--- src/rtl/m_7seg_scan_if.sv ---
// Datapath-to-scanner bundle: frame codes, load strobe, blanking controls and display pins.
// Purely combinational wiring; it adds no latency.
// No backpressure: load is a strobe and the scanner always accepts it.
// SEG7_BLINK_EN adds the per-digit blink enable to the bundle.
interface m_7seg_scan_if #(
    parameter int N_DIGITS = 4
);
    logic [4*N_DIGITS-1:0] idat;
    logic [N_DIGITS-1:0]   idp;
    logic                  load;
    logic                  lzb;
`ifdef SEG7_BLINK_EN
    logic [N_DIGITS-1:0]   blink;
`endif
    logic [7:0]            oseg;
    logic [N_DIGITS-1:0]   odig;

`ifdef SEG7_BLINK_EN
    modport master (output idat, idp, load, lzb, blink, input oseg, odig);
    modport slave  (input idat, idp, load, lzb, blink, output oseg, odig);
`else
    modport master (output idat, idp, load, lzb, input oseg, odig);
    modport slave  (input idat, idp, load, lzb, output oseg, odig);
`endif
endinterface

--- src/rtl/m_7seg_scan.sv ---
// Time-multiplexed N-digit common-anode 7-segment scanner with a double-buffered frame.
// Outputs registered (one cycle behind cnt/idx); a load shows within one frame plus one cycle.
// No backpressure: loads are always accepted, and the last load before a frame boundary wins.
// SEG7_BLINK_EN enables per-digit blinking with a BLINK_FRAMES half-period.
module m_7seg_scan #(
    parameter int N_DIGITS  = 4,
    parameter int SCAN_DIV  = 50000,
    parameter int BLANK_CYC = 500
`ifdef SEG7_BLINK_EN
    ,
    parameter int BLINK_FRAMES = 64
`endif
) (
    input  logic           clk,
    input  logic           rst,
    m_7seg_scan_if.slave   bus
);

    localparam int CW = (SCAN_DIV > 1) ? $clog2(SCAN_DIV) : 1;
    localparam int IW = (N_DIGITS > 1) ? $clog2(N_DIGITS) : 1;
    localparam logic [CW-1:0]       CNT_LAST = CW'(SCAN_DIV - 1);
    localparam logic [IW-1:0]       IDX_LAST = IW'(N_DIGITS - 1);
    localparam logic [CW-1:0]       BLANK_L  = CW'(BLANK_CYC);
    localparam logic [N_DIGITS-1:0] SEL0     = 1;

    logic [CW-1:0]              cnt;
    logic [IW-1:0]              idx;
    logic [N_DIGITS-1:0][3:0]   in_code;
    logic [N_DIGITS-1:0][3:0]   disp_code;
    logic [N_DIGITS-1:0]        disp_dp;
    logic [N_DIGITS-1:0][3:0]   shd_code;
    logic [N_DIGITS-1:0]        shd_dp;
    logic                       pending;
    logic                       slot_end;
    logic                       frame_end;
    logic                       in_gap;
    logic [N_DIGITS-1:0]        lz_blank;
    logic [N_DIGITS-1:0]        blink_blank;
    logic                       lz_run;
    logic [3:0]                 cur_code;
    logic                       cur_dp;
    logic                       cur_blank;
    logic [7:0]                 seg_q;
    logic [N_DIGITS-1:0]        dig_q;

    // Active-low segment pattern {g,f,e,d,c,b,a}; operators A..E, F is dark.
    function automatic logic [6:0] seg_decode(input logic [3:0] c);
        case (c)
            4'h0: return 7'h40;
            4'h1: return 7'h79;
            4'h2: return 7'h24;
            4'h3: return 7'h30;
            4'h4: return 7'h19;
            4'h5: return 7'h12;
            4'h6: return 7'h02;
            4'h7: return 7'h78;
            4'h8: return 7'h00;
            4'h9: return 7'h18;
            4'hA: return 7'h39;
            4'hB: return 7'h3F;
            4'hC: return 7'h09;
            4'hD: return 7'h2D;
            4'hE: return 7'h37;
            default: return 7'h7F;
        endcase
    endfunction

    assign in_code   = bus.idat;
    assign slot_end  = (cnt == CNT_LAST);
    assign frame_end = slot_end && (idx == IDX_LAST);

    // The ghost gap is omitted entirely when BLANK_CYC is zero.
    if (BLANK_CYC == 0) begin : g_nogap
        assign in_gap = 1'b0;
    end else begin : g_gap
        assign in_gap = (cnt < BLANK_L);
    end

    // Slot prescaler and digit index; scan order 0..N_DIGITS-1.
    always_ff @(posedge clk or posedge rst) begin
        if (rst) begin
            cnt <= '0;
            idx <= '0;
        end else if (slot_end) begin
            cnt <= '0;
            idx <= (idx == IDX_LAST) ? '0 : idx + 1'b1;
        end else begin
            cnt <= cnt + 1'b1;
        end
    end

    // Shadow/display double buffer: swap only on the frame boundary, bypassing a coincident load.
    always_ff @(posedge clk or posedge rst) begin
        if (rst) begin
            disp_code <= '1;
            disp_dp   <= '0;
            shd_code  <= '1;
            shd_dp    <= '0;
            pending   <= 1'b0;
        end else if (frame_end) begin
            if (bus.load) begin
                disp_code <= in_code;
                disp_dp   <= bus.idp;
            end else if (pending) begin
                disp_code <= shd_code;
                disp_dp   <= shd_dp;
            end
            pending <= 1'b0;
        end else if (bus.load) begin
            shd_code <= in_code;
            shd_dp   <= bus.idp;
            pending  <= 1'b1;
        end
    end

    // Leading-zero mask: digit k>0 dark while it and all higher digits are 0 or F.
    always_comb begin
        lz_run   = 1'b1;
        lz_blank = '0;
        for (int k = N_DIGITS - 1; k >= 1; k--) begin
            lz_run      = lz_run && ((disp_code[k] == 4'h0) || (disp_code[k] == 4'hF));
            lz_blank[k] = lz_run;
        end
    end

`ifdef SEG7_BLINK_EN
    localparam int FW = (BLINK_FRAMES > 1) ? $clog2(BLINK_FRAMES) : 1;
    localparam logic [FW-1:0] FR_LAST = FW'(BLINK_FRAMES - 1);

    logic [FW-1:0] frm_cnt;
    logic          phase;

    // Frame counter toggles the blink phase every BLINK_FRAMES frames.
    always_ff @(posedge clk or posedge rst) begin
        if (rst) begin
            frm_cnt <= '0;
            phase   <= 1'b0;
        end else if (frame_end) begin
            if (frm_cnt == FR_LAST) begin
                frm_cnt <= '0;
                phase   <= ~phase;
            end else begin
                frm_cnt <= frm_cnt + 1'b1;
            end
        end
    end

    assign blink_blank = phase ? bus.blink : '0;
`else
    assign blink_blank = '0;
`endif

    assign cur_code  = disp_code[idx];
    assign cur_dp    = disp_dp[idx];
    assign cur_blank = (bus.lzb & lz_blank[idx]) | blink_blank[idx];

    // Registered pin drive; blanked digits keep their select but show all segments (and dp) off.
    always_ff @(posedge clk or posedge rst) begin
        if (rst) begin
            seg_q <= 8'hFF;
            dig_q <= '1;
        end else if (in_gap) begin
            seg_q <= 8'hFF;
            dig_q <= '1;
        end else begin
            dig_q <= ~(SEL0 << idx);
            seg_q <= cur_blank ? 8'hFF : {~cur_dp, seg_decode(cur_code)};
        end
    end

    assign bus.oseg = seg_q;
    assign bus.odig = dig_q;

endmodule

--- src/flat_wrapper.sv ---
// flat-port wrapper written by rule: the top's interface ports become plain ports
module m_7seg_scan_flat 
#(
    parameter int N_DIGITS  = 4,
    parameter int SCAN_DIV  = 50000,
    parameter int BLANK_CYC = 500

)
  (clk, rst, bus_idat, bus_idp, bus_load, bus_lzb, bus_oseg, bus_odig);
  m_7seg_scan_if #(.N_DIGITS(N_DIGITS)) bus_i ();
  input  logic clk;
  input  logic rst;
  input wire logic [$bits(bus_i.idat)-1:0] bus_idat;
  input wire logic [$bits(bus_i.idp)-1:0] bus_idp;
  input wire logic [$bits(bus_i.load)-1:0] bus_load;
  input wire logic [$bits(bus_i.lzb)-1:0] bus_lzb;
  output wire logic [$bits(bus_i.oseg)-1:0] bus_oseg;
  output wire logic [$bits(bus_i.odig)-1:0] bus_odig;
  assign bus_i.idat = bus_idat;
  assign bus_i.idp = bus_idp;
  assign bus_i.load = bus_load;
  assign bus_i.lzb = bus_lzb;
  assign bus_oseg = bus_i.oseg;
  assign bus_odig = bus_i.odig;
  m_7seg_scan #(.N_DIGITS(N_DIGITS), .SCAN_DIV(SCAN_DIV), .BLANK_CYC(BLANK_CYC)) u_core (.clk(clk), .rst(rst), .bus(bus_i));
endmodule
--- config.mk ---
export PLATFORM = sky130hd
export DESIGN_NAME = m_7seg_scan_flat
export DESIGN_NICKNAME = d
export VERILOG_FILES = /design/src/rtl/m_7seg_scan_if.sv /design/src/rtl/m_7seg_scan.sv /design/src/flat_wrapper.sv
export SDC_FILE = /design/constraint.sdc
export NUM_CORES = 1
export LEC_CHECK = 0
export ABC_AREA = 0
export CAP_MARGIN = 20
export CORE_MARGIN = 2
export CORE_UTILIZATION = 40
export CTS_CLUSTER_DIAMETER = 50
export CTS_CLUSTER_SIZE = 16
export DETAILED_ROUTE_END_ITERATION = 7
export PLACE_DENSITY_LB_ADDON = 0.2
export SETUP_SLACK_MARGIN = 0.15
export SYNTH_ARGS = -nofsm -noshare
export SYNTH_HDL_FRONTEND = slang
export SYNTH_SLANG_ARGS = --single-unit
--- constraint.sdc ---
create_clock -name clk -period 5.5 [get_ports clk]
set_input_delay 1.1 -clock clk [delete_from_list [all_inputs] [get_ports clk]]
set_output_delay 1.1 -clock clk [all_outputs]
set_load 0.05 [all_outputs]
==> metrics.md <==
| Metric | Value |
|---|---|
| Status | completed |
| Cts hold-fix bufs | 0 |
| Hpwl dp | around 4500 um |
| Worst Setup SP | u_core.cnt[5] |
| GP Congestion | ~0.81 |
| CP required | roughly 5700 ps |
| Total Routing Usage GR | around 15% |
| Post-synthesis cell area | between 3000 and 4000 um2 |
| M1 WL | approximately 3400 um |
| Setup WS pre-CTS | approximately 2200 ps |
| Leakage | 1.76 nW |
| Worst reg2reg startpoint | u_core.cnt[5] |
| Grt total ovfl | 0 |
| Routed via count | roughly 2200 |
| Leading area contributor after synthesis | dfstp_2 |
| Clock sinks | ~70 |
| Register area share after synthesis | roughly half |
| Initial DRT Pass Iterations | 4 |
| DRT iter0 DRCs | 118 |
| Worst-path clk slew | about 70 ps |
| Family with the most delay on the worst path | simple AND/OR/NAND/NOR gates |
| Nets | approximately 340 |
| Yosys top cell area share | 31.9% |
| Initial core utilization | between 40% and 50% |
| Max Cap Viol | 0 |
| CP bufs+invs | 0 |
| Total wire length | 6470 um |
| Crit path max-delay cell type | nand3b_2 |
| RSZ-0062 raised after global routing | false |
| Core Rows | 34 |
| CP arrival | ~3400 ps |
| CTS Buf Count | 9 |
| Fraction of layout cells with a size suffix above 1 | around 37% |
| Setup Skew | between 7 and 8 ps |
| Met2 Wirelength | approximately 2700 um |
| Number of synthesized flops with an enable pin | 0 |
| CP Cell Sequence | or4b_4, nor4_4, nand3b_2, mux2_4 |
| Filler cells | around 800 |
| Slew Limit Fails | 0 |
| DR WL met3 | around 240 um |
| Root buffer cell | clkbuf_8 |
| Skew-Pair Late Insertion Delay | ~340 ps |
| Yosys warnings | 0 |
| Clk buf depth | 2 |
| Final WS setup | between 2000 and 2500 ps |
| CTS tree | yes |
| Reg2reg end | u_core.disp_dp[0] |
| Port Buf Inserts | 35 |
| First-pass GRT wire length | approximately 11000 um |
| Routed Antenna Nets | 0 |
| Vias per cell | roughly 5.2 |
| CP Max Fanout | 20 |
| PD cells | 241 nW/um2 |
| Syn Inst Count | 270 |
| Distinct cells, synth | 40 |
| Multi-input logic area | about 1700 um2 |
| Origin of the worst min-delay path | u_core.shd_dp[0] |
| Setup_tns | 0 ps |
| Worst-margin pin slew | between 800 and 900 ps |
| FF+latch count, synth | 71 |
| Largest stage delay, worst path | between 700 and 800 ps |
| Die width | 99.1 um |
| Flop2flop setup slack | 2320 ps |
| Period utilisation layout | roughly 58% |
| Register-to-Register Path Depth | 4 |
| Core Box Area | about 8800 um2 |
| Chip height | ~99 um |
| Fmax | around 310 MHz |
| WS Path Type | flip-flop to flip-flop |
| Largest net degree at the start of global routing | 54 |
| Post-CTS sizing | 0 |
| WP depth | 4 |
| DR WL/cell | between 15 and 20 um |
| Hold Path Class | flip-flop to flip-flop |
| Setup crit end | u_core.disp_dp[0] |
| # Post-CTS Setup Buffers | 0 |
| Final setup viols | 0 |
| DIE AREA | 9830 um2 |
| Mapped Avg Cell Area | ~13 um2 |
| Final Hold Vio Count | 0 |
| I/O pins | 36 |
| Maximum VDD drop | approximately 0.16 mV |
| Crit end category | flip-flop |
| Crit start category | flip-flop |
| Synthesized Nets | roughly 300 |
| DR DRC count | 0 |
| Diode count | 0 |
| Initial antenna violation count | 0 |
| Hold slack | between 400 and 500 ps |
| Top FF cell, synth | dfstp_2 |
| Vias in the first global route | ~2200 |
| Final total power | approximately 1.0 mW |
| H-tree depth | 3 |
| Top cells by area, synth | dfstp_2, dfrtp_1, mux2_4 |
| Area Overhead vs Synth | 17.6% |
| Ys async rst share | 100% |
| Register area | approximately 1800 um2 |
| Worst slew margin | between 40% and 50% |
| Fin crit period | about 3200 ps |
| Uppermost layer routed | met4 |
## synth_stat cells (all sizes together) (3+ instances only)
master / instances
mux2: 62
dfstp: 44
dfrtp: 27
nand2: 13
nand3: 12
nor2: 11
ha: 10
buf: 9
nand4: 9
xor2: 9
inv: 8
mux4: 6
a21oi: 4
and4: 4
clkbuf: 4
o21ai: 4
or4: 4
xnor2: 4
and3: 3
mux2i: 3
## logic make-up (layout without fill, tap and decap cells)
| logic type | after synthesis | count (layout) | synth area share (%) |
|---|---|---|---|
| simple gates | 67 | 67 | 10.6 |
| flops | 71 | 71 | 50.6 |
| buf+inv | 21 | 63 | 3.08 |
| xor+xnor | 13 | 13 | 3.15 |
| compound gates | 17 | 17 | 3.15 |
| fa+ha+maj | 10 | 10 | 3.46 |
| mux | 71 | 71 | 25.9 |
## worst reg2reg max path, stage by stage, from the launching register on
cell      delay, ps
dfrtp_1         450
or4b_4          550
nor4_4          750
nand3b_2        780
mux2_4          530
## placed cells by master (no fill, tap or decap), drive strengths merged, types with 2 or more instances in the layout
master | Yosys | final
mux2 | 62 | 62
dfstp | 44 | 44
clkdlybuf4s50 | 0 | 35
dfrtp | 27 | 27
clkbuf | 4 | 14
nand2 | 13 | 13
nand3 | 12 | 12
nor2 | 11 | 11
ha | 10 | 10
nand4 | 9 | 9
xor2 | 9 | 9
inv | 8 | 8
mux4 | 6 | 6
or4 | 4 | 4
a21oi | 4 | 4
and4 | 4 | 4
xnor2 | 4 | 4
o21ai | 4 | 4
buf | 9 | 4
mux2i | 3 | 3
and3 | 3 | 3
nand2b | 2 | 2
nor3 | 2 | 2
o211ai | 2 | 2
o2111ai | 2 | 2
nor4 | 2 | 2
nand3b | 2 | 2
## worst min-delay path by stage
stage | cells after the start | endpoint | slack (ps)
floorplan | 1 | u_core.cnt[12] | 450
global placement | 1 | u_core.shd_dp[3] | 470
detailed placement | 1 | u_core.shd_dp[3] | 480
CTS | 1 | u_core.cnt[12] | 490
global route | 1 | u_core.shd_dp[3] | 510
finish | 1 | u_core.shd_dp[0] | 480
## final cells by class
type | instances | share of cell area [%]
flip-flops and latches | 71 | 43.0
clock inverters | 2 | 0.294
clock buffers | 14 | 4.32
multi-input cells | 178 | 39.4
repair buffers | 39 | 9.11
well taps | 108 | 3.17
inverters | 8 | 0.705
## power by group
group	leakage, nW	internal (mW)	total, mW	switching, mW
Combinational	0.858	0.0394	0.0685	0.0291
Clock	0.0978	0.216	0.407	0.191
Sequential	0.808	0.546	0.552	0.00589
## flip-flops by register name (all words and copies together) (netlist names)
register          cells
u_core.disp_dp        4
u_core.shd_dp         4
u_core.idx            2
u_core.shd_code      16
u_core.bus.oseg       8
u_core.cnt           16
u_core.bus.odig       4
u_core.pending        1
u_core.disp_code     16
## stage by stage
stage	area [um2]	cells	utilization, %
after CTS	4260	420	48.6
after floorplan	3620	270	-
after global placement	4050	403	46.2
after detailed placement	4060	404	46.3
after global routing	4260	420	48.6
final	4260	420	48.6
## layer usage
layer | GRT usage (%) | vias up
li1 | - | 1057
met3 | 2.95 | 6
met2 | 21.5 | 42
met4 | 6.01 | 0
met1 | 21.5 | 1086
met5 | 0 | -
Note: power is estimated with default switching activity, not from simulation.
